$ cat src/rtl/operand_fetch_pkg.sv
// Shared 8051 datapath definitions for the operand-fetch stage: source codes, PSW bank bits,
// FSM encodings and operand address helpers.
package operand_fetch_pkg;

    localparam logic [2:0] SRC_ACC = 3'd0;
    localparam logic [2:0] SRC_IMM = 3'd1;
    localparam logic [2:0] SRC_DIR = 3'd2;
    localparam logic [2:0] SRC_REG = 3'd3;
    localparam logic [2:0] SRC_IND = 3'd4;

    localparam int unsigned PSW_RS1 = 4;
    localparam int unsigned PSW_RS0 = 3;

    typedef enum logic [3:0] {
        StIdle, StAIss, StACap, StAPiss, StAPcap,
        StBIss, StBCap, StBPiss, StBPcap, StOut
    } opf_state_e;

    typedef enum logic [2:0] {SeqIdle, SeqPIss, SeqPCap, SeqIss, SeqCap} seq_state_e;

    function automatic logic opf_src_illegal(input logic [2:0] src);
        return src > SRC_IND;
    endfunction

    // Undefined codes fall back to ACC when illegal-source trapping is off.
    function automatic logic [2:0] opf_norm_src(input logic [2:0] src);
        return (src > SRC_IND) ? SRC_ACC : src;
    endfunction

    function automatic logic opf_src_ram(input logic [2:0] src);
        return (src == SRC_DIR) || (src == SRC_REG) || (src == SRC_IND);
    endfunction

    function automatic logic [7:0] opf_first_addr(input logic [2:0] src, input logic [7:0] addr,
                                                  input logic [1:0] bank);
        case (src)
            SRC_REG: return {3'b000, bank, addr[2:0]};
            SRC_IND: return {3'b000, bank, 2'b00, addr[0]};
            default: return addr;
        endcase
    endfunction

endpackage

$ cat src/rtl/iram_rd_seq.sv
// Internal-RAM read sequencer: a single data read, or a pointer read followed by a data read
// at the returned byte. Started by i_start, reports o_done in the data-capture cycle.
module iram_rd_seq
    import operand_fetch_pkg::*;
#(
    parameter int unsigned ADDR_W = 8
) (
    input  logic              clk,
    input  logic              rst_n,
    input  logic              i_start,
    input  logic              i_ind,
    input  logic [7:0]        i_addr,
    input  logic [7:0]        i_rdata,
    output logic              o_ram_rd,
    output logic [ADDR_W-1:0] o_ram_addr,
    output logic              o_done,
    output logic [7:0]        o_data
);

    seq_state_e r_state, w_state_d;
    logic [7:0] r_addr, w_addr_d;

    always_ff @(posedge clk or negedge rst_n) begin
        if (!rst_n) begin
            r_state <= SeqIdle;
            r_addr  <= '0;
        end else begin
            r_state <= w_state_d;
            r_addr  <= w_addr_d;
        end
    end

    always_comb begin
        w_state_d = r_state;
        w_addr_d  = r_addr;
        if (i_start) begin
            w_state_d = i_ind ? SeqPIss : SeqIss;
            w_addr_d  = i_addr;
        end else begin
            case (r_state)
                SeqPIss: w_state_d = SeqPCap;
                SeqPCap: begin
                    w_state_d = SeqIss;
                    w_addr_d  = i_rdata;
                end
                SeqIss:  w_state_d = SeqCap;
                default: w_state_d = SeqIdle;
            endcase
        end
    end

    assign o_ram_rd   = (r_state == SeqPIss) || (r_state == SeqIss);
    assign o_ram_addr = o_ram_rd ? ADDR_W'(r_addr) : '0;
    assign o_done     = (r_state == SeqCap);
    assign o_data     = i_rdata;

endmodule

$ cat src/rtl/operand_fetch.sv
// 8051 operand-fetch stage: resolves operands A then B from ACC, IMM or internal RAM.
// Define OPF_ILLEGAL_SRC_EN to trap source codes 5-7 (pulse illegal, drop the instruction).
module operand_fetch
    import operand_fetch_pkg::*;
#(
    parameter int unsigned ADDR_W = 8
) (
    input  logic              clk,
    input  logic              rst_n,
    input  logic              dec_valid,
    output logic              dec_ready,
    input  logic [3:0]        dec_op,
    input  logic [2:0]        dec_bit,
    input  logic [2:0]        src_a,
    input  logic [2:0]        src_b,
    input  logic [7:0]        addr_a,
    input  logic [7:0]        addr_b,
    input  logic [7:0]        imm,
    input  logic [7:0]        acc_in,
    input  logic [7:0]        psw_in,
    output logic              ram_rd,
    output logic [ADDR_W-1:0] ram_addr,
    input  logic [7:0]        ram_rdata,
    output logic              op_valid,
    input  logic              op_ready,
    output logic [7:0]        a_data,
    output logic [7:0]        b_data,
    output logic [3:0]        alu_op,
    output logic [2:0]        bit_location,
    output logic [7:0]        psw_out,
    output logic              illegal
);

    opf_state_e r_state, w_state_d;
    logic [2:0] w_src_a, w_src_b, r_src_b;
    logic [7:0] r_addr_b, r_psw, r_a, r_b;
    logic [3:0] r_op;
    logic [2:0] r_bit;
    logic       r_illegal;
    logic       w_illegal_src, w_accept, w_go;
    logic       w_seq_start, w_seq_ind, w_seq_done;
    logic [7:0] w_seq_addr, w_seq_data;

    assign w_src_a  = opf_norm_src(src_a);
    assign w_src_b  = opf_norm_src(src_b);
    assign w_accept = dec_valid && dec_ready;
    assign w_go     = w_accept && !w_illegal_src;

`ifdef OPF_ILLEGAL_SRC_EN
    assign w_illegal_src = opf_src_illegal(src_a) || opf_src_illegal(src_b);
`else
    assign w_illegal_src = 1'b0;
`endif

    always_comb begin
        w_state_d   = r_state;
        w_seq_start = 1'b0;
        w_seq_ind   = 1'b0;
        w_seq_addr  = '0;
        case (r_state)
            StIdle: begin
                if (w_go) begin
                    if (opf_src_ram(w_src_a)) begin
                        w_seq_start = 1'b1;
                        w_seq_ind   = (w_src_a == SRC_IND);
                        w_seq_addr  = opf_first_addr(w_src_a, addr_a, psw_in[PSW_RS1:PSW_RS0]);
                        w_state_d   = w_seq_ind ? StAPiss : StAIss;
                    end else if (opf_src_ram(w_src_b)) begin
                        w_seq_start = 1'b1;
                        w_seq_ind   = (w_src_b == SRC_IND);
                        w_seq_addr  = opf_first_addr(w_src_b, addr_b, psw_in[PSW_RS1:PSW_RS0]);
                        w_state_d   = w_seq_ind ? StBPiss : StBIss;
                    end else begin
                        w_state_d = StOut;
                    end
                end
            end
            StAPiss: w_state_d = StAPcap;
            StAPcap: w_state_d = StAIss;
            StAIss:  w_state_d = StACap;
            StACap: begin
                if (w_seq_done) begin
                    // Chain straight into operand B so its read issues the next cycle.
                    if (opf_src_ram(r_src_b)) begin
                        w_seq_start = 1'b1;
                        w_seq_ind   = (r_src_b == SRC_IND);
                        w_seq_addr  = opf_first_addr(r_src_b, r_addr_b, r_psw[PSW_RS1:PSW_RS0]);
                        w_state_d   = w_seq_ind ? StBPiss : StBIss;
                    end else begin
                        w_state_d = StOut;
                    end
                end
            end
            StBPiss: w_state_d = StBPcap;
            StBPcap: w_state_d = StBIss;
            StBIss:  w_state_d = StBCap;
            StBCap:  if (w_seq_done) w_state_d = StOut;
            StOut:   if (op_ready) w_state_d = StIdle;
            default: w_state_d = StIdle;
        endcase
    end

    always_ff @(posedge clk or negedge rst_n) begin
        if (!rst_n) begin
            r_state   <= StIdle;
            r_src_b   <= SRC_ACC;
            r_addr_b  <= '0;
            r_psw     <= '0;
            r_a       <= '0;
            r_b       <= '0;
            r_op      <= '0;
            r_bit     <= '0;
            r_illegal <= 1'b0;
        end else begin
            r_state   <= w_state_d;
            r_illegal <= w_accept && w_illegal_src;
            if (w_go) begin
                r_op     <= dec_op;
                r_bit    <= dec_bit;
                r_psw    <= psw_in;
                r_src_b  <= w_src_b;
                r_addr_b <= addr_b;
                // RAM-sourced operands are overwritten later in their capture state.
                r_a      <= (w_src_a == SRC_IMM) ? imm : acc_in;
                r_b      <= (w_src_b == SRC_IMM) ? imm : acc_in;
            end
            if (r_state == StACap && w_seq_done) r_a <= w_seq_data;
            if (r_state == StBCap && w_seq_done) r_b <= w_seq_data;
        end
    end

    iram_rd_seq #(
        .ADDR_W (ADDR_W)
    ) u_seq (
        .clk        (clk),
        .rst_n      (rst_n),
        .i_start    (w_seq_start),
        .i_ind      (w_seq_ind),
        .i_addr     (w_seq_addr),
        .i_rdata    (ram_rdata),
        .o_ram_rd   (ram_rd),
        .o_ram_addr (ram_addr),
        .o_done     (w_seq_done),
        .o_data     (w_seq_data)
    );

    assign dec_ready    = (r_state == StIdle);
    assign op_valid     = (r_state == StOut);
    assign a_data       = r_a;
    assign b_data       = r_b;
    assign alu_op       = r_op;
    assign bit_location = r_bit;
    assign psw_out      = r_psw;
    assign illegal      = r_illegal;

endmodule

$ cat config.mk
export PLATFORM = sky130hd
export DESIGN_NAME = operand_fetch
export DESIGN_NICKNAME = d
export VERILOG_FILES = /design/src/rtl/operand_fetch_pkg.sv /design/src/rtl/iram_rd_seq.sv /design/src/rtl/operand_fetch.sv
export SDC_FILE = /design/constraint.sdc
export NUM_CORES = 1
export LEC_CHECK = 0
export ABC_AREA = 1
export CAP_MARGIN = 20
export CORE_MARGIN = 2
export CORE_UTILIZATION = 45
export DETAILED_ROUTE_END_ITERATION = 16
export PLACE_DENSITY_LB_ADDON = 0.3
export SKIP_CTS_REPAIR_TIMING = 1
export SYNTH_ARGS = -nofsm -noshare
export SYNTH_HDL_FRONTEND = slang
export SYNTH_HIERARCHICAL = 1
export SYNTH_SLANG_ARGS = --single-unit
$ cat constraint.sdc
create_clock -name clk -period 5.28 [get_ports clk]
set_input_delay 1.32 -clock clk [delete_from_list [all_inputs] [get_ports clk]]
set_output_delay 1.32 -clock clk [all_outputs]
set_load 0.01 [all_outputs]
After elaboration in Yosys (flattened, before gate mapping):

Index checks and enable logic that the tools add are counted.

* register bits after elaboration: 57
* latch bits: 0
* RAM bits: 0
* ROM bits: 0
* output and inout bits: 43
* word-level logic and storage cells: 101
* memories kept: 0

* add/sub/neg operators: 0
* multipliers: 0
* div/mod/pow operators: 0
* order comparisons: 2
* equal/unequal tests: 28
* shift-type cells: 0
* mux-type cells: 46
* bitwise logic cells: 0
* reduce and logical (&&, ||, !) cells: 15

Operators with widths (number)
* two-way mux 8 bit: 14
* case mux 8 bit (2 select lines): 4
* case mux 4 bit (10 select lines): 1
* two-way mux 4 bit: 7
* == test 3 x 2 -> 1 bit, second input constant: 8
* == test 4 x 3 -> 1 bit, second input constant: 4
* == test 3 bit, second input constant: 4
* two-way mux 1 bit: 10
* == test 3 x 1 -> 1 bit, second input constant: 3
* two-way mux 3 bit: 3
* case mux 3 bit (3 select lines): 1
* == test 4 x 2 -> 1 bit, second input constant: 2
* == test 4 bit, second input constant: 2
* two-way mux 2 bit: 4
* logical OR 1 bit: 7
* greater-than comparator 3 bit, second input constant: 2
* nonzero test 2 bit: 3
* == test 4 x 1 -> 1 bit, second input constant: 1
* zero test 4 bit: 1
* != test 2 x 1 -> 1 bit, second input constant: 2
* != test 2 bit, second input constant: 2
* case mux 1 bit (2 select lines): 2
* AND reduction 4 bit: 1
* logical AND 1 bit: 3

Longest topological paths before layout:

* word-level depth: 11
* depth in mapped cells: 14

By module:

Netlist, hierarchy kept.

By module, submodules not included
* operand_fetch: times used 1, cells an instance 390, area each 2690.1 um^2, sequential area each 1151.1 um^2
* iram_rd_seq: times used 1, cells an instance 100, area each 708.2 um^2, sequential area each 275.3 um^2

Worst setup path after synthesis:

Ideal clock, no wire load.

* path type: input port to flip-flop
* start point: input port src_a[0]
* end point: register u_seq.r_addr[6]
* arrival time: 2480 ps
* path slack: 2684 ps
* stages on the path: 13
* cells stage by stage: nor2_1 -> nand2_2 -> nand2_1 -> buf_2 -> nor2_1 -> o21ai_1 -> buf_6 -> inv_8 -> buf_8 -> nand2_2 -> nand2_1 -> nand2_1 -> nand2_1

* cells in the longest elaborated chain, start to end: 9
* elaborated cells between the ends (all ways): 16
* classes of those cells: order compare (1); eq/ne (3); mux (9); reduce/logical (3)

Ends and longest elaborated chain
* start, declared: RTL line operand_fetch.sv:14 `input logic [2:0] src_a,`
* greater-than comparator 3 bit: RTL line operand_fetch_pkg.sv:27 `return (src > SRC_IND) ? SRC_ACC : src;`
* two-way mux 3 bit *: RTL line operand_fetch_pkg.sv:27
* == test 3 x 2 -> 1 bit: RTL line operand_fetch_pkg.sv:31 `return (src == SRC_DIR) || (src == SRC_REG) || (src == SRC_IND);`
* logical OR 1 bit: RTL line operand_fetch_pkg.sv:31
* logical OR 1 bit *: RTL line operand_fetch_pkg.sv:31
* two-way mux 1 bit *: RTL line operand_fetch.sv:63 `if (opf_src_ram(w_src_a)) begin`
* two-way mux 1 bit *: RTL line operand_fetch.sv:62 `if (w_go) begin`
* case mux 1 bit (2 select lines) *: RTL line operand_fetch.sv:60 `case (r_state)`
* net w_seq_start: RTL line operand_fetch.sv:41 `logic w_seq_start, w_seq_ind, w_seq_done;`
* two-way mux 8 bit / nonzero test 2 bit (equally long branches)
* end signal, assigned: RTL line iram_rd_seq.sv:29 `r_addr <= w_addr_d;`
* end, declared: RTL line iram_rd_seq.sv:21 `logic [7:0] r_addr, w_addr_d;`

Mark *: on every way through the listed nets, which the timed path passes. The rest lies on a longest branch.
A chain may end at the register's enable or synchronous reset.

Worst setup path after layout:

* start point: input port src_a[1]
* end point: register u_seq.r_addr[3]

Same word-level chain as after synthesis.

==> impl_metrics.toml <==
[outcome]
outcome = "finished clean"

[sta]
fin_skew_ns = 0.00749
slew_viol_final = 0
setup_viol = 0
fin_crit_sh_pct = 63.5
rsz0062_at_grt = "false"
clock.fmax_mhz = 298
fin_tns_setup_ns = 0
hold_viol = 0
max_slew.worst_pin.slew_ns = 0.879
slew-limit-headroom_pct = 41.0
min_period_ns = 3.35

[setup_path]
slowest_stage = "o21ai_1"
path_common_cell = "nand2_1"
crit_type = "in -> reg"
cp-start-kind = "input pin"
crit_chain = "clkdlybuf4s50_1 > nor2_1 > nand2_2 > nand2_1 > nor2_1 > o21ai_1 > inv_8 > nand2_1 > nand2_1 > nand2_1 > nand2_1"
critical-path-max-stage-delay_ns = 0.70
crit_arrival_ns = 3.59
critPathMaxFanout = 19
crit_path_end_kind = "flip-flop"
required_ns = 5.52

[die]
row_count = 31
initial_core_util_pct = 46.6
die_h_um = 90.9
dieArea_sq_um = 8260
coreArea_sq_um = 7290
die_w_um = 90.9
ios = 108

[detailed_routing]
drt-initial-drc-count = 230
avgRoutedWirePerCell_um = 13.0
drt_wl_total_um = 8960
drtPass1Iterations = 5
vias = 3452
drc = 0
vias_per_cell = 5.00
final_antenna_net_count = 0

[logic_synthesis]
muxShareOfSynthArea_pct = 0
synth_enable_flop_cells = 0
synthArstFlopShare_pct = 100
yosysWarnings = 6
synth_top_family_by_area = "simple AND/OR/NAND/NOR gates"
syn_inst = 490
synthAdderAreaFrac_pct = 0
synth_xor_xnor_area_share_pct = 0
synth_area_sq_um = 3400
synth_compound_area_share_pct = 7.58
ys_ff_latch = 57
synthSimpleGateAreaFrac_pct = 39.2
ys_types = 28
yosysSeqAreaShare_pct = 42.0
ys.flop_type = "dfrtp_1"
synth_nets = 555
avgSynthCellArea_sq_um = 6.94

[clock_tree]
clk_latency_ns = 0.35
numCtsBuffers = 9
cts_tree = "yes"
clk_pin_slew_ns = 0.07
clockBufferDepth = 2
clock-sinks = 57
cts_root_buf = "clkbuf_8"
htreeDepth = 3

[global_route]
antenna_found_initial = 0
grt_pass1_vias = 3372
grt_usage_pct = 23.1
grt_max_degree = 58
grt-ovfl-total = 0
grt_pass1_wl_um = 15500

[power]
peakVddDrop_uv = 245
p_leak_nw = 2.36
powerDensity_nw_per_um2 = 488

[cells_and_area]
final_cell_mix = "217 x nand2_1, 105 x clkdlybuf4s50_1, 57 x dfrtp_1, 48 x inv_1, 48 x nand3_1"
diodes = 0
layout.cells.most_common = "nand2_1"
nNetsFinal = 652
syn_to_final_growth_pct = 36.3
n_fill_cell = 645
drive_above_1_share_pct = 6.76
final_core_util_pct = 63.5
layout.cells.non_filler = 691

[placement]
dp_cells = 675
io_buffers = 106
dp_hpwl_um = 6670
gp_congestion = 0.927

[min_path]
hp-class = "reg -> reg"

[job]
drv_cap = 0
## cell type report
cell class / instances / area [sq um] / area share [%]
Sequential cell: 57 / 1430 / 30.8
Tap cell: 99 / 124 / 2.67
Multi-Input combinational cell: 357 / 1590 / 34.4
Inverter: 55 / 219 / 4.73
Timing Repair Buffer: 107 / 1060 / 23.0
Clock buffer: 11 / 151 / 3.27
Clock inverter: 5 / 53.8 / 1.16
## worst paths after layout
path                       cells after the start  slack, ns                    from                          end
max                                           11       1.93                src_a[1]  u_seq/r_addr[3]$_DFFE_PN0P_
min                                            2       0.48  psw_out[5]$_DFFE_PN0P_       psw_out[5]$_DFFE_PN0P_
max reg2reg                                   10       2.75  r_state[1]$_DFFE_PN0P_  u_seq/r_addr[3]$_DFFE_PN0P_
min reg2reg                                    2       0.48  psw_out[5]$_DFFE_PN0P_       psw_out[5]$_DFFE_PN0P_
max in group asynchronous                      2       3.68                   rst_n        a_data[6]$_DFFE_PN0P_
min in group asynchronous                      2       1.11                   rst_n        b_data[6]$_DFFE_PN0P_
## metrics by stage
step	power [mW]	worst slack, ns	hold slack, ns	instance area, sq um
3_5_place_dp	1.85	1.63	0.470	4430
3_3_place_gp	1.82	1.73	0.462	4430
6_report	2.26	1.93	0.483	4630
5_1_grt	2.44	1.70	0.497	4630
2_1_floorplan	1.39	2.68	0.449	3400
4_1_cts	2.27	1.98	0.487	4630
## sequential cells by signal, indices dropped and copies added (netlist names)
name / count
r_addr_b: 8
b_data: 8
psw_out: 8
a_data: 8
r_src_b: 3
alu_op: 4
bit_location: 3
u_seq/r_addr: 8
r_state: 4
u_seq/r_state: 3
## worst max-delay path, delay by kind of cell
family | cells | cell delay, ns
AO/OA/AOI/OAI | 1 | 0.70
buffers and inverters | 2 | 0.61
AND/OR/NAND/NOR | 8 | 0.96
## Yosys cell counts, drive strengths merged (2+ instances only)
library cell    n  area, sq um
nand3          49          258
nor3            3         15.0
nor2           24          114
o211ai         13         97.6
nand3b          2         15.0
a21oi           5         25.0
dfrtp          57         1430
buf            20          156
o21ai          27          135
nand4           4         25.0
nand2         227          892
inv            54          210
## power by group
| part | switching (mW) | internal (mW) | leakage, nW |
|---|---|---|---|
| Sequential | 0.138 | 0.645 | 0.713 |
| Combinational | 0.560 | 0.490 | 1.54 |
| Clock | 0.183 | 0.242 | 0.109 |
## logic make-up (layout without fill, tap and decap cells)
| group | count (synthesis) | in the layout |
|---|---|---|
| buffers and inverters | 76 | 178 |
| and+or+nand+nor | 311 | 311 |
| DFF | 57 | 57 |
| AOI/OAI and AO/OA | 45 | 45 |
| other | 1 | 1 |
## routing by layer
layer | GRT usage [%] | wire [um] | vias to the layer above
met2 | 37.6 | 4130 | 135
li1 | - | - | 1728
met3 | 6.18 | 724 | 14
met4 | 7.70 | 136 | 0
met1 | 30.0 | 3960 | 1575
met5 | 0 | 0 | -
Power figures use the tool's default switching activity.
